$ cat src/rtl/fetch_queue.sv
// Instruction prefetch buffer between fetch and IF/ID: an in-order FIFO of {pc, instr} pairs
// that absorbs decode stalls and drops every buffered wrong-path entry on a redirect.
module fetch_queue #(
  parameter int DEPTH  = 4,
  parameter int AW     = 2,
  parameter int DATA_W = 32
) (
  input  logic              i_clk,
  input  logic              i_rst_n,
  input  logic              i_flush,
  input  logic              i_push_valid,
  input  logic [DATA_W-1:0] i_push_instr,
  input  logic [DATA_W-1:0] i_push_pc,
  output logic              o_push_ready,
  input  logic              i_pop_ready,
  output logic              o_pop_valid,
  output logic [DATA_W-1:0] o_pop_instr,
  output logic [DATA_W-1:0] o_pop_pc,
  output logic [AW:0]       o_count
);

  localparam logic [AW:0] FULL_COUNT = (AW+1)'(DEPTH);

  logic [DATA_W-1:0] instr_mem [DEPTH];
  logic [DATA_W-1:0] pc_mem    [DEPTH];

  logic [AW-1:0] wr_ptr_reg;
  logic [AW-1:0] rd_ptr_reg;
  logic [AW:0]   count_reg;
  logic [AW:0]   count_next;

  logic push;
  logic pop;

  // Handshakes decode from the registered count only, so a full queue refuses a push
  // even when the head is being popped in the same cycle.
  assign o_push_ready = (count_reg != FULL_COUNT);
  assign o_pop_valid  = (count_reg != '0);
  assign push         = i_push_valid & o_push_ready;
  assign pop          = i_pop_ready & o_pop_valid;

  assign o_pop_instr = o_pop_valid ? instr_mem[rd_ptr_reg] : '0;
  assign o_pop_pc    = o_pop_valid ? pc_mem[rd_ptr_reg]    : '0;
  assign o_count     = count_reg;

  always_comb begin
    count_next = count_reg;
    case ({push, pop})
      2'b10:   count_next = count_reg + (AW+1)'(1);
      2'b01:   count_next = count_reg - (AW+1)'(1);
      default: count_next = count_reg;
    endcase
  end

  always_ff @(posedge i_clk) begin
    if (!i_rst_n) begin
      wr_ptr_reg <= '0;
      rd_ptr_reg <= '0;
      count_reg  <= '0;
    end else if (i_flush) begin
      wr_ptr_reg <= '0;
      rd_ptr_reg <= '0;
      count_reg  <= '0;
    end else begin
      if (push) wr_ptr_reg <= wr_ptr_reg + AW'(1);
      if (pop)  rd_ptr_reg <= rd_ptr_reg + AW'(1);
      count_reg <= count_next;
    end
  end

  // Flush only rewinds the pointers; stale entries stay in storage but are unreachable.
  genvar gi;
  generate
    for (gi = 0; gi < DEPTH; gi++) begin : g_entry
      always_ff @(posedge i_clk) begin
        if (!i_rst_n) begin
          instr_mem[gi] <= '0;
          pc_mem[gi]    <= '0;
        end else if (!i_flush && push && (wr_ptr_reg == AW'(gi))) begin
          instr_mem[gi] <= i_push_instr;
          pc_mem[gi]    <= i_push_pc;
        end
      end
    end
  endgenerate

endmodule
$ cat config.mk
export PLATFORM = sky130hd
export DESIGN_NAME = fetch_queue
export DESIGN_NICKNAME = d
export VERILOG_FILES = /design/src/rtl/fetch_queue.sv
export SDC_FILE = /design/constraint.sdc
export NUM_CORES = 1
export LEC_CHECK = 0
export ABC_AREA = 1
export BUFFER_PORTS_ARGS = -buffer_cell sky130_fd_sc_hd__clkbuf_2
export CAP_MARGIN = 20
export CORE_ASPECT_RATIO = 2
export CORE_MARGIN = 8
export CORE_UTILIZATION = 44
export CTS_CLUSTER_SIZE = 20
export DETAILED_ROUTE_END_ITERATION = 12
export GPL_TIMING_DRIVEN = 0
export PLACE_DENSITY_LB_ADDON = 0.15
export SETUP_SLACK_MARGIN = 0.4
export SYNTH_ARGS = -nofsm -noshare
export SYNTH_HDL_FRONTEND = slang
export SYNTH_SLANG_ARGS = --single-unit
$ cat constraint.sdc
create_clock -name i_clk -period 5.8 [get_ports i_clk]
set_clock_uncertainty 0.2 [all_clocks]
set_input_delay 1.16 -clock i_clk [delete_from_list [all_inputs] [get_ports i_clk]]
set_output_delay 1.16 -clock i_clk [all_outputs]
set_load 0.05 [all_outputs]
==> results of run 1 <==
## area by class of cell
class	count	area (um^2)	area share
Buffer	103	516.7	0.03632
Sequential cell	265	7868	0.5530
Timing Repair Buffer	141	795.8	0.05594
Clock buffer	28	678.2	0.04767
Clock inverter	12	108.9	0.007652
Inverter	81	304.0	0.02137
Tap cell	352	440.4	0.03096
Multi-Input combinational cell	752	3515	0.2471
## cell families (layout without fill, tap and decap cells)
family | after synthesis | count (layout) | share of synthesized area
and+or+nand+nor | 546 | 546 | 0.1972
buffers and inverters | 184 | 365 | 0.06743
DFF | 265 | 265 | 0.6463
adders and majority gates | 6 | 6 | 0.006784
AOI/OAI and AO/OA | 200 | 200 | 0.08223
## cells in the mapped netlist
library cell  instances  area, um^2
nor3_1              255        1276
nor2_1              258       968.4
o21ai_0             126       630.6
edfxtp_1            256        7687
clkbuf_1             28       105.1
o21ai_1               3       15.01
buf_1                15       56.30
fa_1                  1       20.02
nand3_1               5       25.02
nor2_2                1       6.260
nand2_1              21       78.83
nand2_4               1       11.26
buf_2                38       190.2
ha_1                  5       62.56
buf_4                22       165.2
a21oi_1              71       355.3
dfxtp_1               9       180.2
nand4_1               4       25.02
nor3_2                1       10.01
inv_2                 3       11.26
inv_1                78       292.8
## where the power goes
group,internal (W),switching [W]
registers,0.00218,0.0000213
logic,0.000108,0.000369
clock network,0.000921,0.000703
total,0.00321,0.00109
## stage by stage
| stage | power, W | utilization | area [um^2] | worst slack, ps |
|---|---|---|---|---|
| floorplan | 0.002548 | - | 12170 | 2064 |
| global placement | 0.002711 | 0.4847 | 13300 | 668.4 |
| detailed placement | 0.002722 | 0.4898 | 13440 | 2454 |
| CTS | 0.004317 | 0.5185 | 14230 | 1889 |
| global route | 0.004420 | 0.5185 | 14230 | 1820 |
| finish | 0.004300 | 0.5185 | 14230 | 1940 |
## worst max-delay path by stage
stage	startpoint	to	slack (ps)	cells after the start
floorplan	o_count[2]$_SDFFE_PP0P_	o_pop_instr[10]	2060	5
global placement	i_flush	pc_mem[3][20]$_SDFFCE_PN0P_	670	6
detailed placement	register	o_pop_instr[30]	2450	6
CTS	register	o_pop_instr[30]	1890	6
global route	register	o_pop_instr[30]	1820	6
finish	register	o_pop_instr[30]	1940	6
## metal layers
layer	share of wire	track usage
met4	0.034	0.09164
met2	0.57	0.4111
met3	0.042	0.02259
met1	0.35	0.2264
met5	0	0
## worst max-delay path: stages, from the launching register on
cell and delay [ps]:
dfxtp_1 330, inv_2 50, buf_2 260, clkbuf_1 430, o21ai_0 200, a21oi_1 360
clkbuf_2 350
==> results by group, run 1 <==
Status
  • Status: finished clean

Worst hold path
  • Min-Delay Endpoint: wr_ptr_reg[1]$_SDFFE_PP0N_
  • Hold path startpoint: wr_ptr_reg[1]$_SDFFE_PP0N_
  • Hold Crit Class: register to register
  • Min-Delay Path Depth: 2

Cells and area
  • Share of post-route cells with drive strength above 1: 0.1795
  • N_diodes: 0
  • Commonest non-fill, non-tap cell in the layout: nor2_1
  • FILL cells: approximately 2600
  • Most frequent cells in the layout: nor2_1, edfxtp_1, nor3_1, clkbuf_2, o21ai_0
  • Layout Nets: 1442
  • P&R area growth vs syn: 16.87%
  • Post-Layout Cell Count: about 1700

Power
  • Worst IR drop on VDD: 171.9 uV
  • Power Density: ~300 nW/um^2
  • Pleak: ~5.5 nW

Yosys
  • Synth Cell Area: 12170 um^2
  • Synthesized net count: approximately 1300
  • Avg Cell Area, Syn: 10.14 um^2
  • Syn. warnings: 0
  • Seq/Total Area, Yosys: 0.6463
  • Netlist cell types: 21
  • Yosys reg bits: approximately 270
  • Mapped Cells: 1201

Job
  • Max-Cap Viols: 0

Global route
  • First-pass GRT wire length: ~55000 um
  • Number of global-route vias before repair: about 9800
  • Initial antenna violation count: 0
  • Total grt overflow: 0
  • Largest net degree at the start of global routing: 58
  • Global Route Usage Sum: 0.2133

Worst setup path
  • Reg-to-Reg End: pc_mem[3][18]$_SDFFCE_PN0P_
  • Setup crit end kind: output pin
  • Reg2reg path depth: 7
  • Setup crit start kind: register
  • Kind of critical path: register to output pin
  • R2r setup slk: around 3300 ps
  • Reg2reg start: o_count[1]$_SDFFE_PP0P_
  • CP Data Required Time: between 4000 and 5000 ps
  • CP max FO: 10
  • Critical Path AT: approximately 2500 ps

Timing
  • Max Clk Rate: 0.2590 GHz
  • Slew @ Worst Pin: between 600 and 700 ps
  • Setup violations, final: 0
  • Fin crit period: a little under 4000 ps
  • Fin. max-slew vios: 0
  • Tcrit/Tclk final: 0.6656
  • Sum Neg Setup Slack: 0 ps
  • Worst relative slew slack: 0.5444
  • Unrepaired setup endpoints after global routing: no
  • WHS: ~300 ps
  • Final hold violations: 0

Drt
  • Drc violations: 0
  • WL per Instance: between 20 and 25 um
  • Routed WL: between 30000 and 40000 um
  • ANT nets after route: 0
  • Via density per instance: about 5.4
  • Total number of vias: between 9000 and 10000
  • Drt pass-1 iters: 7
  • Initial DRC Count: roughly 710

Clock tree
  • H-tree levels: 1
  • CTS tree: done
  • Root Buffer: clkbuf_16
  • Clock slew at reported path FFs: ~70 ps
  • Setup bufs post-CTS: 0
  • CTS max path bufs: 3
  • CTS Sinks: 265
  • Post_cts resized: 0
  • Post-CTS Hold Buffers: 0
  • Total CTS buffers: 23
  • Latest clock arrival within the worst-skew pair: 520 ps

Die
  • Die width: about 130 um
  • Num rows: 86
  • Die area: around 34000 um^2
  • Core ar.: ~27000 um^2
  • Num ports: between 100 and 150
  • Starting density of the core: 0.4436
  • Die height: about 250 um

Placed design
  • DPL Wire Length: around 25000 um
  • Routability congestion estimate: ~0.81
  • PortBufs: around 140
  • Dpl cells: roughly 1700
No activity file was read; power rests on OpenSTA's default activity.
==> run 2, diff against run 1 <==
Clock period 5.8 ns to 3.85 ns, I/O delays scaled along.
==> results by group, run 2 (same netlist as run 1, synthesis figures left out) <==
Timing
  • Setup violations, final: 0
  • Fin crit period: 3354 ps
  • Fin. max-slew vios: 0
  • Max Clk Rate: 0.2981 GHz
  • Unrepaired setup endpoints after global routing: yes
  • Slew @ Worst Pin: 690.6 ps
  • Worst relative slew slack: 0.5396
  • Tcrit/Tclk final: 0.8712
  • Final hold violations: 0

Clock tree
  • Total CTS buffers: 23
  • Root Buffer: clkbuf_16
  • Setup bufs post-CTS: 0
  • Clock slew at reported path FFs: 70 ps
  • Post-CTS Hold Buffers: 0
  • CTS Sinks: 265
  • CTS max path bufs: 3
  • H-tree levels: 1
  • CTS tree: done
  • Latest clock arrival within the worst-skew pair: about 520 ps

Placed design
  • Dpl cells: roughly 1700
  • Routability congestion estimate: approximately 0.81
  • PortBufs: between 100 and 150
  • DPL Wire Length: ~25000 um

Cells and area
  • Most frequent cells in the layout: nor2_1, edfxtp_1, nor3_1, clkbuf_2, o21ai_0
  • N_diodes: 0
  • Core Util, Final: 0.5193
  • Layout Nets: between 1000 and 1500
  • Post-Layout Cell Count: around 1700
  • FILL cells: 2548
  • Share of post-route cells with drive strength above 1: 0.1845
  • Commonest non-fill, non-tap cell in the layout: nor2_1
  • P&R area growth vs syn: 17.06%

Worst setup path
  • Reg-to-Reg End: pc_mem[3][20]$_SDFFCE_PN0P_
  • CP Data Required Time: approximately 2900 ps
  • Critical Path AT: ~2400 ps
  • Kind of critical path: register to output pin
  • Setup crit start kind: register
  • CP max FO: 10
  • Setup crit end kind: output pin
  • Reg2reg start: o_count[1]$_SDFFE_PP0P_
  • Reg2reg path depth: 7
  • R2r setup slk: ~1400 ps

Worst hold path
  • Hold Crit Class: register to register
  • Hold path startpoint: wr_ptr_reg[1]$_SDFFE_PP0N_
  • Min-Delay Path Depth: 2
  • Min-Delay Endpoint: wr_ptr_reg[1]$_SDFFE_PP0N_

Job
  • Max-Cap Viols: 0

Die
  • Die width: 133.6 um
  • Die height: ~250 um
  • Num ports: ~140
  • Starting density of the core: 0.4436
  • Die area: about 34000 um^2
  • Core ar.: 27440 um^2
  • Num rows: 86

Drt
  • WL per Instance: approximately 21 um
  • Drc violations: 0
  • Routed WL: between 30000 and 40000 um
  • Via density per instance: around 5.4
  • Total number of vias: 9433
  • Initial DRC Count: 700
  • Drt pass-1 iters: 5
  • ANT nets after route: 0

Global route
  • Largest net degree at the start of global routing: 58
  • Number of global-route vias before repair: 9835
  • Global Route Usage Sum: 0.2132
  • First-pass GRT wire length: 55190 um
  • Total grt overflow: 0
  • Initial antenna violation count: 0

Power
  • Worst IR drop on VDD: approximately 260 uV
  • Pleak: around 5.5 nW
  • Power Density: approximately 460 nW/um^2

Status
  • Status: finished clean
==> run 2: worst max-delay path: stages, from the launching register on <==
cell and delay [ps]:
dfxtp_1 350, buf_2 300, buf_2 300, nor2_1 70
nor2_1 80, o21ai_0 90, a21oi_1 310, clkbuf_2 350
==> run 2: layer usage <==
metal	global-route usage	wire [um]	part of all wire
met2	0.4110	20450	0.57
met4	0.09197	1236	0.034
met5	0	0	0
met1	0.2262	12610	0.35
met3	0.02259	1589	0.044
==> run 2: how the worst max path moves through the flow <==
stage                     cells after the start                     from                       endpoint
final                                         7                 register                 o_pop_instr[1]
after global routing                          7                 register                o_pop_instr[27]
after CTS                                     6                 register                o_pop_instr[30]
after detailed placement                      6                 register                o_pop_instr[30]
after global placement                        6                  i_flush    pc_mem[3][20]$_SDFFCE_PN0P_
after floorplan                               6  o_count[1]$_SDFFE_PP0P_  instr_mem[0][0]$_SDFFCE_PN0P_
==> run 2: power by group <==
part	leakage, nW	internal [W]	switching (W)
logic	2.37	0.000164	0.000558
clock network	0.396	0.00139	0.00106
registers	2.74	0.00328	0.0000322
total	5.51	0.00483	0.00166
==> run 2: final cells by class <==
class                   count  area, um^2  area share
clock buffers              28       678.2     0.04759
repair buffers            141       800.8     0.05619
clock inverters            12       108.9    0.007639
inverters                  81       304.0     0.02134
plain buffers             103       531.8     0.03732
well taps                 352       440.4     0.03091
multi-input cells         752        3518      0.2469
flip-flops and latches    265        7868      0.5521
==> run 2: through the flow <==
stage	hold WS (ps)	power [W]	area (um^2)	worst slack (ps)	setup TNS (ps)
floorplan	267.6	0.003838	12170	403.5	0
detailed placement	295.6	0.004101	13440	893.8	0
global route	344.8	0.006660	14250	398.4	0
global placement	294.4	0.004085	13300	-891.6	-190470
finish	309.1	0.006488	14250	495.8	0
CTS	307.2	0.006503	14230	410.0	0
==> run 2: what timing repair did <==
item,in CTS,in global routing
setup endpoints to repair,4,8
gates resized for setup,2,17
gates cloned,0,0
